===== config.mk =====
export PLATFORM = sky130hd
export DESIGN_NAME = fetch_unit
export DESIGN_NICKNAME = d
export VERILOG_FILES = /design/src/rtl/fetch_unit.sv
export SDC_FILE = /design/constraint.sdc
export NUM_CORES = 1
export LEC_CHECK = 0
export ABC_AREA = 0
export CORE_MARGIN = 2
export CORE_UTILIZATION = 40
export DETAILED_ROUTE_END_ITERATION = 6
export PLACE_DENSITY = 0.81
export SYNTH_ARGS = -nofsm -noshare
export SYNTH_HDL_FRONTEND = slang
export SYNTH_SLANG_ARGS = --single-unit
export TNS_END_PERCENT = 50

===== constraint.sdc =====
create_clock -name clk -period 5.8 [get_ports clk]
set_clock_uncertainty 0.2 [all_clocks]
set_input_delay 1.16 -clock clk [delete_from_list [all_inputs] [get_ports clk]]
set_output_delay 1.16 -clock clk [all_outputs]
set_load 0.05 [all_outputs]

===== src/rtl/fetch_unit.sv =====
// fetch_unit: owns the PC, sequences instruction-memory requests and holds the
// fetched word for decode until the consumer advances or a flush redirects.
module fetch_unit #(
   parameter logic [31:0] RESET_PC = 32'h0000_0000,
   parameter int          CNT_W    = 32
) (
   input  logic             clk,
   input  logic             rst,
   input  logic [31:0]      next_pc_in,
   input  logic             advance,
   input  logic             flush,
   input  logic [31:0]      flush_pc,
   output logic             imem_req,
   output logic [31:0]      imem_addr,
   input  logic             imem_ready,
   input  logic [31:0]      imem_rdata,
   output logic [31:0]      pc_out,
   output logic [31:0]      instr_out,
   output logic             instr_valid,
   output logic             misalign_err,
   output logic [CNT_W-1:0] retired_cnt
);
   typedef enum logic [1:0] {FETCH, HOLD, DRAIN, HALT} state_t;
   state_t           r_state, w_state;
   logic [31:0]      r_pc, r_addr, r_instr, w_pc, w_addr, w_instr, w_fpc;
   logic             r_err, w_err;
   logic [CNT_W-1:0] r_cnt, w_cnt;
   assign w_fpc = {flush_pc[31:2], 2'b00};
   always_ff @(posedge clk or posedge rst) begin
      if (rst) begin
         r_state <= FETCH;
         r_pc    <= RESET_PC;
         r_addr  <= RESET_PC;
         r_instr <= '0;
         r_err   <= 1'b0;
         r_cnt   <= '0;
      end else begin
         r_state <= w_state;
         r_pc    <= w_pc;
         r_addr  <= w_addr;
         r_instr <= w_instr;
         r_err   <= w_err;
         r_cnt   <= w_cnt;
      end
   end
   always_comb begin
      w_state = r_state;
      w_pc    = r_pc;
      w_addr  = r_addr;
      w_instr = r_instr;
      w_err   = r_err;
      w_cnt   = r_cnt;
      case (r_state)
         FETCH: begin
            if (flush) begin
               w_pc = w_fpc;
               // a redirect racing an unfinished request must wait for it in DRAIN
               if (imem_ready) w_addr = w_fpc;
               else w_state = DRAIN;
            end else if (imem_ready) begin
               w_instr = imem_rdata;
               w_state = HOLD;
            end
         end
         HOLD: begin
            if (flush) begin
               w_pc    = w_fpc;
               w_addr  = w_fpc;
               w_state = FETCH;
            end else if (advance) begin
               if (|next_pc_in[1:0]) begin
                  w_err   = 1'b1;
                  w_state = HALT;
               end else begin
                  w_pc    = next_pc_in;
                  w_addr  = next_pc_in;
                  w_cnt   = r_cnt + CNT_W'(1);
                  w_state = FETCH;
               end
            end
         end
         DRAIN: begin
            if (flush) w_pc = w_fpc;
            if (imem_ready) begin
               w_addr  = w_pc;
               w_state = FETCH;
            end
         end
         default: ;
      endcase
   end
   assign imem_req     = (r_state == FETCH) || (r_state == DRAIN);
   assign imem_addr    = r_addr;
   assign pc_out       = r_pc;
   assign instr_out    = r_instr;
   assign instr_valid  = (r_state == HOLD);
   assign misalign_err = r_err;
   assign retired_cnt  = r_cnt;
endmodule


==> results of run 1 <==
[critical path, cell delays in order]
cell	delay [ns]
clkdlybuf4s50_1	0.97
nor2b_1	0.17
a21o_1	0.51
nor2_4	0.55
buf_4	0.45
nor2_1	0.08
a21oi_1	0.13
[through the flow]
step	hold WS, ns	instance area, sq um	total power (W)
final	0.256	9160	0.00600
after global routing	0.300	9160	0.00629
after CTS	0.263	9160	0.00602
after detailed placement	0.247	8550	0.00488
after global placement	0.243	8550	0.00484
after floorplan	0.375	6080	0.00376
[sequential cells by signal, indices dropped and copies added (netlist names)]
signal        flops
instr_out        32
imem_addr        32
misalign_err      1
retired_cnt      32
pc_out           32
r_state           2
[power breakdown]
| part | switching [W] | total, W | internal, W |
|---|---|---|---|
| logic | 0.00224 | 0.00336 | 0.00112 |
| clock network | 0.000400 | 0.00112 | 0.000717 |
| registers | 0.000239 | 0.00152 | 0.00128 |
| total | 0.00288 | 0.00600 | 0.00312 |
[final cells by class]
type / count / area (sq um)
Clock inverter: 13 / 185
Tap cell: 188 / 235
Clock buffer: 18 / 429
Multi-Input combinational cell: 425 / 2630
Timing Repair Buffer: 241 / 2380
Fill cell: 1264 / 5870
Sequential cell: 131 / 3280
Inverter: 6 / 25.0
[Yosys cell counts]
library cell	instances	share of area, %
a21o_1	2	0.25
a21oi_1	91	7.5
a22oi_1	32	3.9
a32oi_1	2	0.29
and2_1	3	0.31
and3_1	27	2.8
and4_1	6	0.86
buf_1	6	0.37
buf_2	8	0.66
buf_6	1	0.19
clkbuf_1	24	1.5
dfrtp_1	131	54
ha_1	6	1.2
inv_1	6	0.37
mux2_2	33	6.1
mux2i_1	3	0.49
nand2_1	38	2.3
nand2b_1	3	0.31
nand3_1	8	0.66
nand3b_1	1	0.12
nand4_1	5	0.51
nand4_2	1	0.21
nor2_1	74	4.6
nor2_2	1	0.10
nor2b_1	2	0.21
nor3_1	1	0.082
nor3_2	1	0.16
nor3_4	2	0.53
o21ai_0	24	2.0
o21ai_1	1	0.082
o221ai_1	1	0.14
o22ai_1	22	2.3
o2bb2ai_1	1	0.14
o41ai_1	2	0.29
or3b_1	1	0.14
xnor2_1	19	2.7
xor2_1	12	1.7
[worst max path at each step]
stage	startpoint	end	slack, ns
floorplan	rst	imem_addr[0]$_DFFE_PP0P_	0.94
global placement	flush	imem_addr[30]$_DFFE_PP0P_	1.55
global route	flush	imem_addr[27]$_DFFE_PP0P_	1.59
detailed placement	flush	imem_addr[23]$_DFFE_PP0P_	1.49
CTS	flush	imem_addr[23]$_DFFE_PP0P_	1.92
finish	flush	imem_addr[30]$_DFFE_PP0P_	1.88
[logic make-up (layout without fill, tap and decap cells)]
group | count (synthesis) | in the layout | share of synthesized area, %
adders and majority gates | 6 | 6 | 1.23
buffers and inverters | 45 | 278 | 3.06
xor gates and xnor gates | 31 | 31 | 4.46
and+or+nand+nor | 174 | 174 | 13.9
AOI/OAI and AO/OA | 178 | 178 | 16.9
muxes | 36 | 36 | 6.60
DFF | 131 | 131 | 53.9
[metal layers]
metal  share of wire, %  up-vias  track usage (%)  wire, microns
li1                   -     2586                -              -
met1                 41     2690             26.7           7240
met2                 48      261             36.7           8560
met3                9.1       29             6.95           1620
met4                2.2        0             8.02            399
met5                  0        -                0              0
[cell usage in the layout (no fill, tap or decap), types with 2 or more instances in the layout]
master	synthesis	layout
clkdlybuf4s50_1	0	229
dfrtp_1	131	131
a21oi_1	91	91
nor2_1	74	73
nand2_1	38	38
mux2_2	33	33
a22oi_1	32	32
and3_1	27	27
o21ai_0	24	24
o22ai_1	22	22
xnor2_1	19	19
clkbuf_16	0	17
xor2_1	12	12
buf_4	0	12
nand3_1	8	8
and4_1	6	6
ha_1	6	6
nand4_1	5	5
inv_1	6	5
bufinv_16	0	4
nand2b_1	3	3
and2_1	3	3
mux2i_1	3	3
clkinv_4	0	3
clkinv_2	0	3
nor3_4	2	2
nor2b_1	2	2
a21o_1	2	2
o41ai_1	2	2
a32oi_1	2	2
clkinvlp_4	0	2
==> summary.txt, run 1 <==
Synthesis
  – Mapped Cells: 601
  – #FFs+latches synth: 131
  – Ys Warns: 0
  – Post-synth cell types: 37
  – Seq/Total Area, Yosys: 53.9%
  – Mean post-synth cell area: 10.1 sq um
  – Post-Syn Nets: 708
  – Mapped Area: 6080 sq um

Global route
  – First-pass GRT wire length: 28,000 microns
  – All-Layer GR Usage: 21.9%
  – Antenna violations before repair: 0
  – Largest net degree at the start of global routing: 67
  – Total grt overflow: 0
  – Number of global-route vias before repair: 5,394

Route
  – DRC: 0
  – WL final: 17,800 microns
  – Routed via count: 5,566
  – WL/cell: 17.4 microns
  – Initial drt markers: 414
  – Via density per instance: 5.45
  – Drt first pass iters: 5
  – DRT antenna net count: 0

Die
  – Core area: 15,000 sq um
  – # IOs: 232
  – Starting Density: 40.5%
  – Die H: 127 microns
  – Die area: 16,200 sq um
  – # rows: 45
  – Chip width: 127 microns

Power and ir drop
  – VDD IR max: 0.433 mV
  – Power per cell area: 655 nW/um^2
  – Leakage: 3.90 nW

Clock tree
  – H-Tree Depth: 4
  – Clock Tree Buf Depth: 2
  – Inserted Clock Buffers: 17
  – Hold_buf cts: 0
  – Clock Tree Root: clkbuf_16
  – # resized after CTS: 0
  – CTS tree: built
  – Worst-Skew Late Latency: 0.41 ns
  – Clk slew on worst S/H paths: 0.06 ns
  – Post-CTS Setup Bufs: 0
  – CTS Sinks: 131

Final layout
  – Nets: 929
  – ANT cells: 0
  – Share of layout cells above drive strength 1: 9.83%
  – Synthesis-to-layout area growth: 50.6%
  – Fin cells: 1,022
  – Final Util: 60.9%

Worst setup path
  – R2r worst-path depth: 9
  – CP Launch Type: input pin
  – CP Max Fanout: 38
  – Reg2reg setup slack: 2.49 ns
  – Critical R2R Launch: r_state[1]$_DFFE_PP0P_
  – Setup crit end kind: register
  – Critical setup path kind: input pin to register
  – Worst Path Arrival: 4.05 ns
  – Critical Path RT: 5.93 ns
  – Worst R2R End: imem_addr[27]$_DFFE_PP0P_

Worst hold path
  – Number of cells on the worst hold path: 1
  – Hold_sp: misalign_err$_DFFE_PP0P_
  – Worst Hold End: misalign_err$_DFFE_PP0P_
  – Hold Path Class: register to register

Place
  – I/O Buffers: 229
  – DP Wirelength: 12,000 microns
  – Routability cong.: 0.834
  – Placed Cells incl. Taps: 991
  – Setup slack at placement: 1.49 ns

STA
  – RSZ-0062 raised after global routing: no
  – Worst-Margin Slew: 1.02 ns
  – Max-slew headroom: 31.8%
  – Final Cycle Share: 67.6%
  – Slew Limit Fails: 0
  – Fin crit period: 3.92 ns
  – Hold Fails Final Rpt: 0
  – Post-route setup slack: 1.88 ns
  – Setup TNS: 0 ns
  – Final setup viols: 0
  – Max Freq: 0.255 GHz

Status
  – Run status: finished clean

Job
  – Max capacitance violation total: 0
Power figures use the tool's default switching activity.
==> inputs of run 2 (changes only) <==
--- a/config.mk
+++ b/config.mk
@@ -9,7 +9,7 @@
 export CORE_MARGIN = 2
 export CORE_UTILIZATION = 40
 export DETAILED_ROUTE_END_ITERATION = 6
-export PLACE_DENSITY = 0.81
+export PLACE_DENSITY = 0.84
 export SYNTH_ARGS = -nofsm -noshare
 export SYNTH_HDL_FRONTEND = slang
 export SYNTH_SLANG_ARGS = --single-unit
==> constraint.sdc (replaced) <==
create_clock -name clk -period 3.5 [get_ports clk]
set_clock_uncertainty 0.2 [all_clocks]
set_input_delay 0.7 -clock clk [delete_from_list [all_inputs] [get_ports clk]]
set_output_delay 0.7 -clock clk [all_outputs]
set_load 0.05 [all_outputs]
==> summary.txt, run 2 (same netlist as run 1, synthesis figures left out) <==
Worst setup path
  – Reg2reg setup slack: 0.86 ns (was 2.49 ns)
  – R2r worst-path depth: 8 (was 9)
  – Critical setup path kind: register to output pin (was input pin to register)
  – Worst Path Arrival: 2.10 ns (was 4.05 ns)
  – CP Max Fanout: 14 (was 38)
  – Critical R2R Launch: r_state[0]$_DFFE_PP0P_ (was r_state[1]$_DFFE_PP0P_)
  – CP Launch Type: register (was input pin)
  – Critical Path RT: 2.60 ns (was 5.93 ns)
  – Worst R2R End: imem_addr[6]$_DFFE_PP0P_ (was imem_addr[27]$_DFFE_PP0P_)
  – Setup crit end kind: output pin (was register)

Die
  – Die area: 16,200 sq um (unchanged)
  – # IOs: 232 (unchanged)
  – Chip width: 127 microns (unchanged)
  – Core area: 15,000 sq um (unchanged)
  – # rows: 45 (unchanged)
  – Die H: 127 microns (unchanged)
  – Starting Density: 40.5% (unchanged)

Global route
  – All-Layer GR Usage: 22.5% (was 21.9%)
  – First-pass GRT wire length: 28,500 microns (was 28,000 microns)
  – Antenna violations before repair: 0 (unchanged)
  – Number of global-route vias before repair: 5,523 (was 5,394)
  – Largest net degree at the start of global routing: 44 (was 67)
  – Total grt overflow: 0 (unchanged)

Status
  – Run status: finished clean (unchanged)

Clock tree
  – Post-CTS Setup Bufs: 0 (unchanged)
  – CTS Sinks: 131 (unchanged)
  – Inserted Clock Buffers: 17 (unchanged)
  – Worst-Skew Late Latency: 0.41 ns (about the same)
  – Clock Tree Buf Depth: 2 (unchanged)
  – Clk slew on worst S/H paths: 0.06 ns (about the same)
  – Clock Tree Root: clkbuf_16 (unchanged)
  – H-Tree Depth: 4 (unchanged)
  – # resized after CTS: 0 (unchanged)
  – Hold_buf cts: 0 (unchanged)
  – CTS tree: built (unchanged)

STA
  – Fin crit period: 3.00 ns
  – RSZ-0062 raised after global routing: no (unchanged)
  – Worst-Margin Slew: 0.630 ns (was 1.02 ns)
  – Slew Limit Fails: 0 (unchanged)
  – Final Cycle Share: 85.6%
  – Final setup viols: 0 (unchanged)
  – Hold_ws: 0.259 ns (was 0.256 ns)
  – Hold Fails Final Rpt: 0 (unchanged)
  – Max-slew headroom: 58.0% (was 31.8%)
  – Max Freq: 0.334 GHz
  – Setup TNS: 0 ns (unchanged)

Final layout
  – Synthesis-to-layout area growth: 53.1% (was 50.6%)
  – Commonest non-fill, non-tap cell in the layout: clkdlybuf4s50_1 (unchanged)
  – ANT cells: 0 (unchanged)
  – Nets: 936 (was 929)
  – Share of layout cells above drive strength 1: 11.0% (was 9.83%)
  – Most frequent cells in the layout: 227 x clkdlybuf4s50_1, 131 x dfrtp_1, 91 x a21oi_1 (was 229 x clkdlybuf4s50_1, 131 x dfrtp_1, 91 x a21oi_1)

Power and ir drop
  – NetSw: 0.00485 W (was 0.00288 W)
  – Switching share of power: 47.4% (was 48.1%)
  – VDD IR max: 0.574 mV (was 0.433 mV)
  – P_int: 0.00539 W (was 0.00312 W)
  – Power per cell area: 1100 nW/um^2 (was 655 nW/um^2)
  – Clock network fraction of design power: 19.5% (was 18.6%)
  – Logic pwr share: 55.8% (was 56.1%)
  – Tot Pwr: 0.0102 W (was 0.00600 W)
  – Seq pwr share: 24.7% (was 25.3%)
  – Leakage: 3.97 nW (was 3.90 nW)

Route
  – WL/cell: 17.8 microns (was 17.4 microns)
  – Routed via count: 5,556 (was 5,566)
  – DRC: 0 (unchanged)
  – Drt first pass iters: 5 (unchanged)
  – WL final: 18,300 microns (was 17,800 microns)
  – Initial drt markers: 358 (was 414)
  – DRT antenna net count: 0 (unchanged)
  – Via density per instance: 5.39 (was 5.45)

Place
  – Routability cong.: 0.842 (was 0.834)
  – DP Wirelength: 12,600 microns (was 12,000 microns)
  – I/O Buffers: 229 (unchanged)

Worst hold path
  – Hold Path Class: register to register (unchanged)
  – Worst Hold End: misalign_err$_DFFE_PP0P_ (unchanged)
  – Number of cells on the worst hold path: 1 (unchanged)
  – Hold_sp: misalign_err$_DFFE_PP0P_ (unchanged)

Job
  – Max capacitance violation total: 0 (unchanged)
[run 2: final cells by class]
type | count | area, sq um
multi-input combinational | 425 | 2630
fill | 1251 | 5720
clock buffer | 20 | 467
timing repair buffer | 248 | 2480
clock inverter | 12 | 201
tap | 188 | 235
inverter | 6 | 26.3
sequential | 131 | 3280
[run 2: worst max path at each step]
stage | start | end | slack, ns | depth (start not counted)
detailed placement | flush | retired_cnt[17]$_DFFE_PP0P_ | 0.43 | 6
CTS | r_state[0]$_DFFE_PP0P_ | imem_req | 0.52 | 5
floorplan | r_state[1]$_DFFE_PP0P_ | retired_cnt[29]$_DFFE_PP0P_ | 0.89 | 8
global route | r_state[0]$_DFFE_PP0P_ | imem_req | 0.41 | 5
finish | r_state[0]$_DFFE_PP0P_ | imem_req | 0.50 | 5
global placement | next_pc_in[0] | imem_addr[6]$_DFFE_PP0P_ | 0.49 | 7
[run 2: power by group through the flow]
stage | clock network [W] | logic [W] | registers (W)
2_1_floorplan | 0 | 0.00173 | 0.00450
3_3_place_gp | 0 | 0.00564 | 0.00251
3_5_place_dp | 0 | 0.00571 | 0.00254
4_1_cts | 0.00202 | 0.00572 | 0.00253
5_1_grt | 0.00209 | 0.00603 | 0.00260
6_report | 0.00200 | 0.00571 | 0.00252
[run 2: worst max-delay path, cell delays in order, from the launching register on]
cell     delay (ns)
dfrtp_1        0.37
inv_1          0.10
ha_1           0.23
nor2_2         0.51
inv_1          0.25
buf_12         0.22
[run 2: per-stage QoR]
step / instance area [sq um] / utilization, % / cells / setup slack [ns]
floorplan: 6090 / - / 601 / 0.889
global placement: 8650 / 57.5 / 998 / 0.488
detailed placement: 8650 / 57.5 / 998 / 0.427
CTS: 9320 / 62.0 / 1030 / 0.515
global route: 9320 / 62.0 / 1030 / 0.411
finish: 9320 / 62.0 / 1030 / 0.503
[run 2: layer usage]
metal | GRT usage [%] | share of wire, % | up-vias
met3 | 7.16 | 9.3 | 55
met2 | 37.2 | 47 | 278
met1 | 27.1 | 40 | 2622
met4 | 9.57 | 3.4 | 0
met5 | 0 | 0 | -
li1 | - | - | 2601
